`config.mk`:
```
export PLATFORM = sky130hd
export DESIGN_NAME = pong_game_ctrl
export DESIGN_NICKNAME = d
export VERILOG_FILES = /design/src/rtl/pong_pkg.sv /design/src/rtl/pong_delay_cnt.sv /design/src/rtl/pong_game_ctrl.sv
export SDC_FILE = /design/constraint.sdc
export NUM_CORES = 1
export LEC_CHECK = 0
export CORE_UTILIZATION = 30
export DETAILED_ROUTE_END_ITERATION = 10
export GPL_ROUTABILITY_DRIVEN = 0
export PLACE_DENSITY = 0.49
export RECOVER_POWER = 50
export SKIP_LAST_GASP = 1
export SYNTH_ARGS = -nofsm -noshare
export SYNTH_HDL_FRONTEND = slang
export SYNTH_SLANG_ARGS = --single-unit
```
`constraint.sdc`:
```
create_clock -name clk -period 3.3 [get_ports clk]
set_clock_uncertainty 0.2 [all_clocks]
set_input_delay 0.33 -clock clk [delete_from_list [all_inputs] [get_ports clk]]
set_output_delay 0.33 -clock clk [all_outputs]
set_load 0.02 [all_outputs]
```
`src/rtl/pong_pkg.sv`:
```
`default_nettype none
// ============================================================================
//  Module   : pong_pkg
//  Brief    : Shared encodings for the Pong match controller and ball engine.
//  Revision : 1.0  initial release
// ============================================================================
package pong_pkg;

    typedef enum logic [1:0] {
        ST_START = 2'b00,
        ST_SERVE = 2'b01,
        ST_PLAY  = 2'b10,
        ST_DONE  = 2'b11
    } game_state_t;

    typedef enum logic [1:0] {
        BALL_PLAYING = 2'b00,
        BALL_P1WIN   = 2'b01,
        BALL_P2WIN   = 2'b10,
        BALL_RSVD    = 2'b11
    } ball_status_t;

    typedef enum logic [1:0] {
        WIN_NONE = 2'b00,
        WIN_P1   = 2'b01,
        WIN_P2   = 2'b10
    } winner_t;

    // Ball recentre point used by the ball engine at every serve
    localparam logic [9:0] c_ball_x0 = 10'd304;
    localparam logic [9:0] c_ball_y0 = 10'd224;

endpackage
`default_nettype wire

```
`src/rtl/pong_delay_cnt.sv`:
```
`default_nettype none
// ============================================================================
//  Module   : pong_delay_cnt
//  Brief    : Clearable/enabled delay counter with terminal-count compare.
//  Revision : 1.0  initial release
// ============================================================================
module pong_delay_cnt #(
    parameter int CNT_W = 25
) (
    input  logic             clk,
    input  logic             rst_n,
    input  logic             clr,
    input  logic             en,
    input  logic [CNT_W-1:0] term,
    output logic             at_term
);

    logic [CNT_W-1:0] r_count;

    always_ff @(posedge clk or negedge rst_n) begin
        if (!rst_n) begin
            r_count <= '0;
        end else if (clr) begin
            r_count <= '0;
        end else if (en) begin
            r_count <= r_count + CNT_W'(1);
        end
    end

    assign at_term = (r_count == term);

endmodule
`default_nettype wire

```
`src/rtl/pong_game_ctrl.sv`:
```
`default_nettype none
// ============================================================================
//  Module   : pong_game_ctrl
//  Brief    : Pong match controller: serve timing, scoring, winner detection.
//             Optional macro PONG_AUTO_RESTART_EN returns DONE to START on a
//             timeout as well as on start_btn.
//  Revision : 1.0  initial release
// ============================================================================
module pong_game_ctrl
    import pong_pkg::*;
#(
    parameter int WIN_SCORE    = 7,
    parameter int SERVE_CYCLES = 25000000,
    parameter int CNT_W        = 25,
    parameter int DONE_CYCLES  = 25000000
) (
    input  logic       clk,
    input  logic       rst_n,
    input  logic       start_btn,
    input  logic [1:0] ball_status,
    output logic [1:0] state,
    output logic       serve,
    output logic [3:0] score1,
    output logic [3:0] score2,
    output logic [1:0] winner
);

    localparam logic [CNT_W-1:0] c_serve_term = CNT_W'(SERVE_CYCLES - 1);
    localparam logic [CNT_W-1:0] c_done_term  = CNT_W'(DONE_CYCLES - 1);
    localparam logic [3:0]       c_win        = 4'(WIN_SCORE);

    game_state_t      r_state, w_state_nxt;
    winner_t          r_winner, w_winner_nxt;
    logic             r_serve, w_serve_nxt;
    logic [3:0]       r_score1, w_score1_nxt, w_score1_inc;
    logic [3:0]       r_score2, w_score2_nxt, w_score2_inc;
    logic             w_cnt_clr, w_cnt_en, w_at_term;
    logic [CNT_W-1:0] w_cnt_term;

    assign w_score1_inc = r_score1 + 4'd1;
    assign w_score2_inc = r_score2 + 4'd1;
    assign w_cnt_term   = (r_state == ST_DONE) ? c_done_term : c_serve_term;

    pong_delay_cnt #(
        .CNT_W (CNT_W)
    ) u_delay_cnt (
        .clk     (clk),
        .rst_n   (rst_n),
        .clr     (w_cnt_clr),
        .en      (w_cnt_en),
        .term    (w_cnt_term),
        .at_term (w_at_term)
    );

    always_ff @(posedge clk or negedge rst_n) begin
        if (!rst_n) begin
            r_state  <= ST_START;
            r_serve  <= 1'b0;
            r_score1 <= 4'd0;
            r_score2 <= 4'd0;
            r_winner <= WIN_NONE;
        end else begin
            r_state  <= w_state_nxt;
            r_serve  <= w_serve_nxt;
            r_score1 <= w_score1_nxt;
            r_score2 <= w_score2_nxt;
            r_winner <= w_winner_nxt;
        end
    end

    always_comb begin
        w_state_nxt  = r_state;
        w_serve_nxt  = r_serve;
        w_score1_nxt = r_score1;
        w_score2_nxt = r_score2;
        w_winner_nxt = r_winner;
        w_cnt_en     = 1'b0;
        w_cnt_clr    = 1'b1;
        case (r_state)
            ST_START: begin
                w_score1_nxt = 4'd0;
                w_score2_nxt = 4'd0;
                w_winner_nxt = WIN_NONE;
                if (start_btn) begin
                    w_state_nxt = ST_SERVE;
                    w_serve_nxt = 1'b0;
                end
            end
            ST_SERVE: begin
                w_cnt_en  = 1'b1;
                w_cnt_clr = w_at_term;
                if (w_at_term) begin
                    w_state_nxt = ST_PLAY;
                end
            end
            ST_PLAY: begin
                // Leaving PLAY on the scoring cycle guarantees one point per rally
                if (ball_status == BALL_P1WIN) begin
                    w_score1_nxt = w_score1_inc;
                    w_serve_nxt  = 1'b1;
                    if (w_score1_inc == c_win) begin
                        w_state_nxt  = ST_DONE;
                        w_winner_nxt = WIN_P1;
                    end else begin
                        w_state_nxt  = ST_SERVE;
                    end
                end else if (ball_status == BALL_P2WIN) begin
                    w_score2_nxt = w_score2_inc;
                    w_serve_nxt  = 1'b0;
                    if (w_score2_inc == c_win) begin
                        w_state_nxt  = ST_DONE;
                        w_winner_nxt = WIN_P2;
                    end else begin
                        w_state_nxt  = ST_SERVE;
                    end
                end
            end
            ST_DONE: begin
`ifdef PONG_AUTO_RESTART_EN
                w_cnt_en  = 1'b1;
                w_cnt_clr = start_btn | w_at_term;
                if (start_btn || w_at_term) begin
`else
                if (start_btn) begin
`endif
                    w_state_nxt  = ST_START;
                    w_score1_nxt = 4'd0;
                    w_score2_nxt = 4'd0;
                    w_winner_nxt = WIN_NONE;
                end
            end
            default: begin
                w_state_nxt = ST_START;
            end
        endcase
    end

    assign state  = r_state;
    assign serve  = r_serve;
    assign score1 = r_score1;
    assign score2 = r_score2;
    assign winner = r_winner;

endmodule
`default_nettype wire

```
==> results of run 1 <==
-- routing by layer --
layer / global-route usage (%) / up-vias / wire (um)
li1: - / 815 / -
met3: 3.810 / 5 / 163
met4: 4.545 / 0 / 46
met2: 21.43 / 23 / 2062
met5: 0 / - / 0
met1: 16.30 / 773 / 2073
-- worst paths after layout --
check                                                   startpoint                                   to  slack (ps)  depth (start not counted)
worst max-delay path                                ball_status[1]                 state[1]$_DFFE_PN0P_        1190                          8
worst min-delay path            u_delay_cnt.r_count[0]$_DFFE_PN0P_   u_delay_cnt.r_count[0]$_DFFE_PN0P_         320                          1
worst max register to register  u_delay_cnt.r_count[0]$_DFFE_PN0P_  u_delay_cnt.r_count[20]$_DFFE_PN0P_        1290                          6
worst min register to register  u_delay_cnt.r_count[0]$_DFFE_PN0P_   u_delay_cnt.r_count[0]$_DFFE_PN0P_         320                          1
max in group asynchronous                                    rst_n   u_delay_cnt.r_count[2]$_DFFE_PN0P_        1850                          2
min in group asynchronous                                    rst_n                score2[2]$_DFFE_PN0P_         480                          2
-- critical path, delay by kind of cell --
kind | cells | cell delay [ps]
buffers and inverters | 2 | 610
adder cells (fa/ha/maj) | 1 | 300
AO/OA/AOI/OAI | 3 | 520
AND/OR/NAND/NOR | 2 | 310
-- state kept, by name (all words and copies together), names as in the netlist --
register	flops
winner	2
score2	4
score1	4
serve	1
u_delay_cnt.r_count	25
state	2
-- what timing repair did --
action,in CTS,in global routing
endpoints found under the hold margin,38,0
hold buffers,1,0
resized for setup,0,0
-- area by class of cell --
| cell class | instances | area (um2) |
|---|---|---|
| fillers | 727 | 4325 |
| multi-input cells | 168 | 1109 |
| flip-flops and latches | 38 | 950.9 |
| repair buffers | 20 | 190.2 |
| well taps | 96 | 120.1 |
| clock buffers | 7 | 86.33 |
| inverters | 12 | 45.04 |
| clock inverters | 1 | 5.005 |
-- cells in the final DEF (no fill, tap or decap), types with 2 or more instances in the layout --
master,Yosys,layout
dfrtp_1,38,38
nor2_1,32,32
xor2_1,20,20
nand2_1,18,18
nand3_1,15,15
clkdlybuf4s50_1,0,13
inv_1,12,12
o21ai_0,12,12
ha_1,12,12
nand4_1,10,10
nand2b_1,8,8
clkbuf_8,0,6
a22o_1,5,5
and4_1,4,4
and3_1,4,4
xnor2_1,4,4
dlygate4sd3_1,0,4
a21oi_1,3,3
nor2b_1,2,2
or2_2,2,2
mux2i_1,2,2
o211ai_1,2,2
buf_4,0,2
-- stage by stage --
| stage | cell area (um2) | hold WS, ps | cells | worst slack (ps) | power (uW) |
|---|---|---|---|---|---|
| 6_report | 2506 | 323.0 | 342 | 1189 | 822.8 |
| 4_1_cts | 2506 | 325.2 | 342 | 1276 | 840.2 |
| 3_3_place_gp | 2405 | 307.6 | 333 | 1030 | 495.8 |
| 5_1_grt | 2506 | 341.9 | 342 | 1025 | 862.2 |
| 2_1_floorplan | 2133 | -165.6 | 225 | 1383 | 479.8 |
| 3_5_place_dp | 2405 | 303.4 | 333 | 993.1 | 495.8 |
-- where the power goes --
part           switching, uW  total [uW]  internal [uW]
registers                  0         465            465
logic                   14.5        21.0           6.52
clock network            168         336            169
total                    182         823            640
-- cells by family (layout without fill, tap and decap cells) --
family	Yosys count	in the layout	share of synthesized area [%]
xor gates and xnor gates	24	24	9.853
buffers and inverters	19	40	3.460
and+or+nand+nor	100	100	24.22
adders and majority gates	12	12	7.038
muxes	2	2	0.9385
AOI/OAI and AO/OA	30	30	9.912
DFF	38	38	44.57
==> run summary, run 1 <==
Status -> finished, final reports clean
Row count -> 30
Synthesis warning total -> 0
Synth area leaders -> dfrtp_1 (45%), xor2_1 (8.2%), ha_1 (7.0%)
Drt drc -> 0
# Post-CTS Setup Buffers -> 0
H-tree depth -> 2
Worst path max stage delay -> 550 ps
Critical path peak fanout -> 9
Syn_nets -> 242
Slew @ Worst Pin -> 891.4 ps
Max cap viols -> 0
Sequential area share after synthesis -> 44.57%
WP data required -> 3270 ps
Clock slew at reported path FFs -> 70 ps
CTS Buf Count -> 5
CP endpoint kind -> register
#FFs+latches synth -> 38
Worst setup SP type -> input pin
Hold Crit Class -> register to register
Initial DRC count -> 75
Post-route minimum period -> 2111 ps
Width of the die -> 86.33 um
Clock Sink Count -> 38
1st-pass router iterations -> 4
Worst skew pair latency -> 290 ps
Share of the synthesized area in the top cell type -> 44.57%
EDFF count, synth -> 0
Pwr dens -> 328.3 nW/um2
Final hold viol count -> 0
Via Count -> 1616
Relative slew slack -> 40.57%
Detailed placement HPWL -> 2975 um
Syn Std Cell Area -> 2133 um2
Total grt overflow -> 0
Mapped Cells -> 225
Max clock buf depth -> 2
Cell mode on critical path -> nand2b_1
Yosys cell types -> 34
I/O Buffers -> 17
CP arrival -> 2080 ps
Initial Utilization -> 31.23%
Worst path cell trace -> dlygate4sd3_1 -> inv_1 -> ha_1 -> nand2b_1 -> a21oi_1 -> a32oi_1 -> nand2b_1 -> a31oi_1
Most used flip-flop cell after synthesis -> dfrtp_1
Die area -> 7452 um2
RSZ-0062 raised after global routing -> false
Global-route wire length before repair -> 7383 um
Lkg Pwr -> 0.001116 uW
Setup_tns -> 0 ps
Period utilisation layout -> 63.97%
Max VDD drop -> 0.2148 mV
Slowest cell on crit path -> dlygate4sd3_1
Crit path kind -> input pin to register
Antenna viol nets, final -> 0
N_diodes -> 0
Final slew viol count -> 0
CTS tree -> yes
Asr flop ratio synth -> 100.0%
P&R area growth vs syn -> 17.48%
Vias in the first global route -> 1579
Fin nets -> 262
Initial antenna violation count -> 0
Routed wire length -> 4345 um
IO Count -> 18
Max frequency -> 473.7 MHz
Pin count of the biggest net entering global routing -> 39
GRT Resource Usage Total -> 13.02%
Core area -> 6832 um2
Finished Core Util -> 36.69%
Syn Area/Cell -> 9.481 um2
Cell with the most instances after synthesis -> dfrtp_1
Vias per cell -> 4.725
Die H -> 86.33 um
Largest area contributor in the netlist -> dfrtp_1
Ratio of cells with drive above 1 in the final layout -> 6.098%
Routed len/inst -> 12.70 um
Setup-failing EPs final -> 0
Commonest cells in the netlist -> dfrtp_1 (38), nor2_1 (32), xor2_1 (20)
Clock root buffer -> clkbuf_8
Note: power is estimated with default switching activity, not from simulation.
==> run 2: changes to the inputs <==
==> constraint.sdc (replaced) <==
create_clock -name clk -period 2.2 [get_ports clk]
set_clock_uncertainty 0.2 [all_clocks]
set_input_delay 0.22 -clock clk [delete_from_list [all_inputs] [get_ports clk]]
set_output_delay 0.22 -clock clk [all_outputs]
set_load 0.02 [all_outputs]
==> run 2 against run 1 <==
Cell area is 3.4% higher. Sequential cell count stayed put. Via count hardly changed. Non-clock buffer count is 3 higher. Clock power is 120% higher. Critical endpoint is now state[0]$_DFFE_PN0P_. Power is 80% higher. Wire length is 2.3% higher. Count of clock-buffer cells in the layout is 1 lower. Sequential power is 50% higher. Utilization is 1.2 points higher. Sequential share of layout area is 1.2 points lower.
==> run summary, run 2 (synthesis results as in run 1) <==
Largest Register -> u_delay_cnt.r_count
N_diodes -> 0
Max cap viols -> 0
Setup_tns -> 0 ps
GRT Resource Usage Total -> 13.43%
Vias per cell -> 4.681
Hold path startpoint -> u_delay_cnt.r_count[0]$_DFFE_PN0P_
Total power -> 1483 uW
Clock slew at reported path FFs -> 80 ps
Post-route minimum period -> 1976 ps
Finished Core Util -> 37.93%
Clock root buffer -> clkbuf_8
Max clock buf depth -> 2
Routed wire length -> 4443 um
Clock Sink Count -> 38
Initial Utilization -> 31.23%
Setup-failing EPs final -> 0
Cell total after placement -> 336
Final slew viol count -> 0
Final non-filler cell total -> 345
Final Instance Area -> 2591 um2
R2r startpoint -> u_delay_cnt.r_count[15]$_DFFE_PN0P_
Worst setup SP type -> register
Die H -> 86.33 um
Placement Cell Area -> 2440 um2
I/O Buffers -> 17
Lkg Pwr -> 0.001165 uW
Via Count -> 1615
Initial DRC count -> 69
Antenna viol nets, final -> 0
Hold Crit Class -> register to register
Fin nets -> 265
Reg2reg setup slack -> 220 ps
RSZ-0062 raised after global routing -> false
Max reg flops -> 25
Worst skew pair latency -> 300 ps
Critical path peak fanout -> 5
CP endpoint kind -> register
Max frequency -> 506.1 MHz
Most frequent cells in the layout -> dfrtp_1 (38), nor2_1 (32), xor2_1 (20)
IO Count -> 18
Width of the die -> 86.33 um
Most common cell after layout, fill and taps aside -> dfrtp_1
Pin count of the biggest net entering global routing -> 26
H-tree depth -> 2
P&R area growth vs syn -> 21.47%
Worst Setup SP -> u_delay_cnt.r_count[15]$_DFFE_PN0P_
Routed len/inst -> 12.88 um
Detailed placement HPWL -> 3075 um
Pwr dens -> 572.4 nW/um2
Die area -> 7452 um2
Core area -> 6832 um2
Max VDD drop -> 0.2253 mV
CTS Buf Count -> 5
Total grt overflow -> 0
Global-route wire length before repair -> 7686 um
WP data required -> 2210 ps
Drt drc -> 0
Vias in the first global route -> 1602
CTS tree -> yes
1st-pass router iterations -> 4
CP arrival -> 1990 ps
Status -> finished, final reports clean
Initial antenna violation count -> 0
Crit path kind -> register to register
Ratio of cells with drive above 1 in the final layout -> 7.229%
Period utilisation layout -> 89.82%
Final hold viol count -> 0
Row count -> 30
Slew @ Worst Pin -> 1193 ps
Relative slew slack -> 20.48%
run 2: report_power, final:
| group | switching (uW) | internal [uW] | leakage [uW] |
|---|---|---|---|
| Sequential | 0 | 698 | 0.000501 |
| Combinational | 23.5 | 14.6 | 0.000593 |
| Clock | 263 | 484 | 0.0000714 |
| Total | 287 | 1200 | 0.00117 |
run 2: critical path, stage by stage, from the launching register on:
cell and delay (ps):
dfrtp_1 440, nor4b_2 290, nand4_1 190, o31ai_4 310
and3_1 240, mux2i_1 210
run 2: final cells by class:
type                            count  area (um2)
Fill cell                         727        4240
Multi-Input combinational cell    168        1109
Sequential cell                    38       950.9
Timing Repair Buffer               23       224.0
Tap cell                           96       120.1
Clock buffer                        6       82.58
Clock inverter                      2       60.06
Inverter                           12       45.04
run 2: routing by layer:
metal / GRT usage [%] / part of all wire, % / wire length, um / vias up
met5: 0 / 0 / 0 / -
met4: 5.909 / 1.7 / 76 / 0
met3: 2.571 / 2.6 / 116 / 7
met2: 21.50 / 47 / 2073 / 21
met1: 17.70 / 49 / 2176 / 772
li1: - / - / - / 815
run 2: final timing paths:
| path | cells after the start | end |
|---|---|---|
| min in group asynchronous | 2 | u_delay_cnt.r_count[9]$_DFFE_PN0P_ |
| min | 1 | u_delay_cnt.r_count[0]$_DFFE_PN0P_ |
| min reg2reg | 1 | u_delay_cnt.r_count[0]$_DFFE_PN0P_ |
| max | 5 | state[0]$_DFFE_PN0P_ |
| max reg2reg | 5 | state[0]$_DFFE_PN0P_ |
| max in group asynchronous | 2 | u_delay_cnt.r_count[10]$_DFFE_PN0P_ |
run 2: repair_timing:
action | CTS | global route
gates resized for setup | 0 | 0
hold buffers | 1 | 0
hold endpoints to repair | 18 | 0
setup buffers | 0 | 0
run 2: metrics by stage:
stage | hold WS (ps) | setup WS, ps
2_1_floorplan | -275.6 | 283.1
3_3_place_gp | 8.261 | 146.9
4_1_cts | 233.8 | 199.4
5_1_grt | 341.5 | 33.12
3_5_place_dp | 12.98 | 116.3
6_report | 315.6 | 224.0
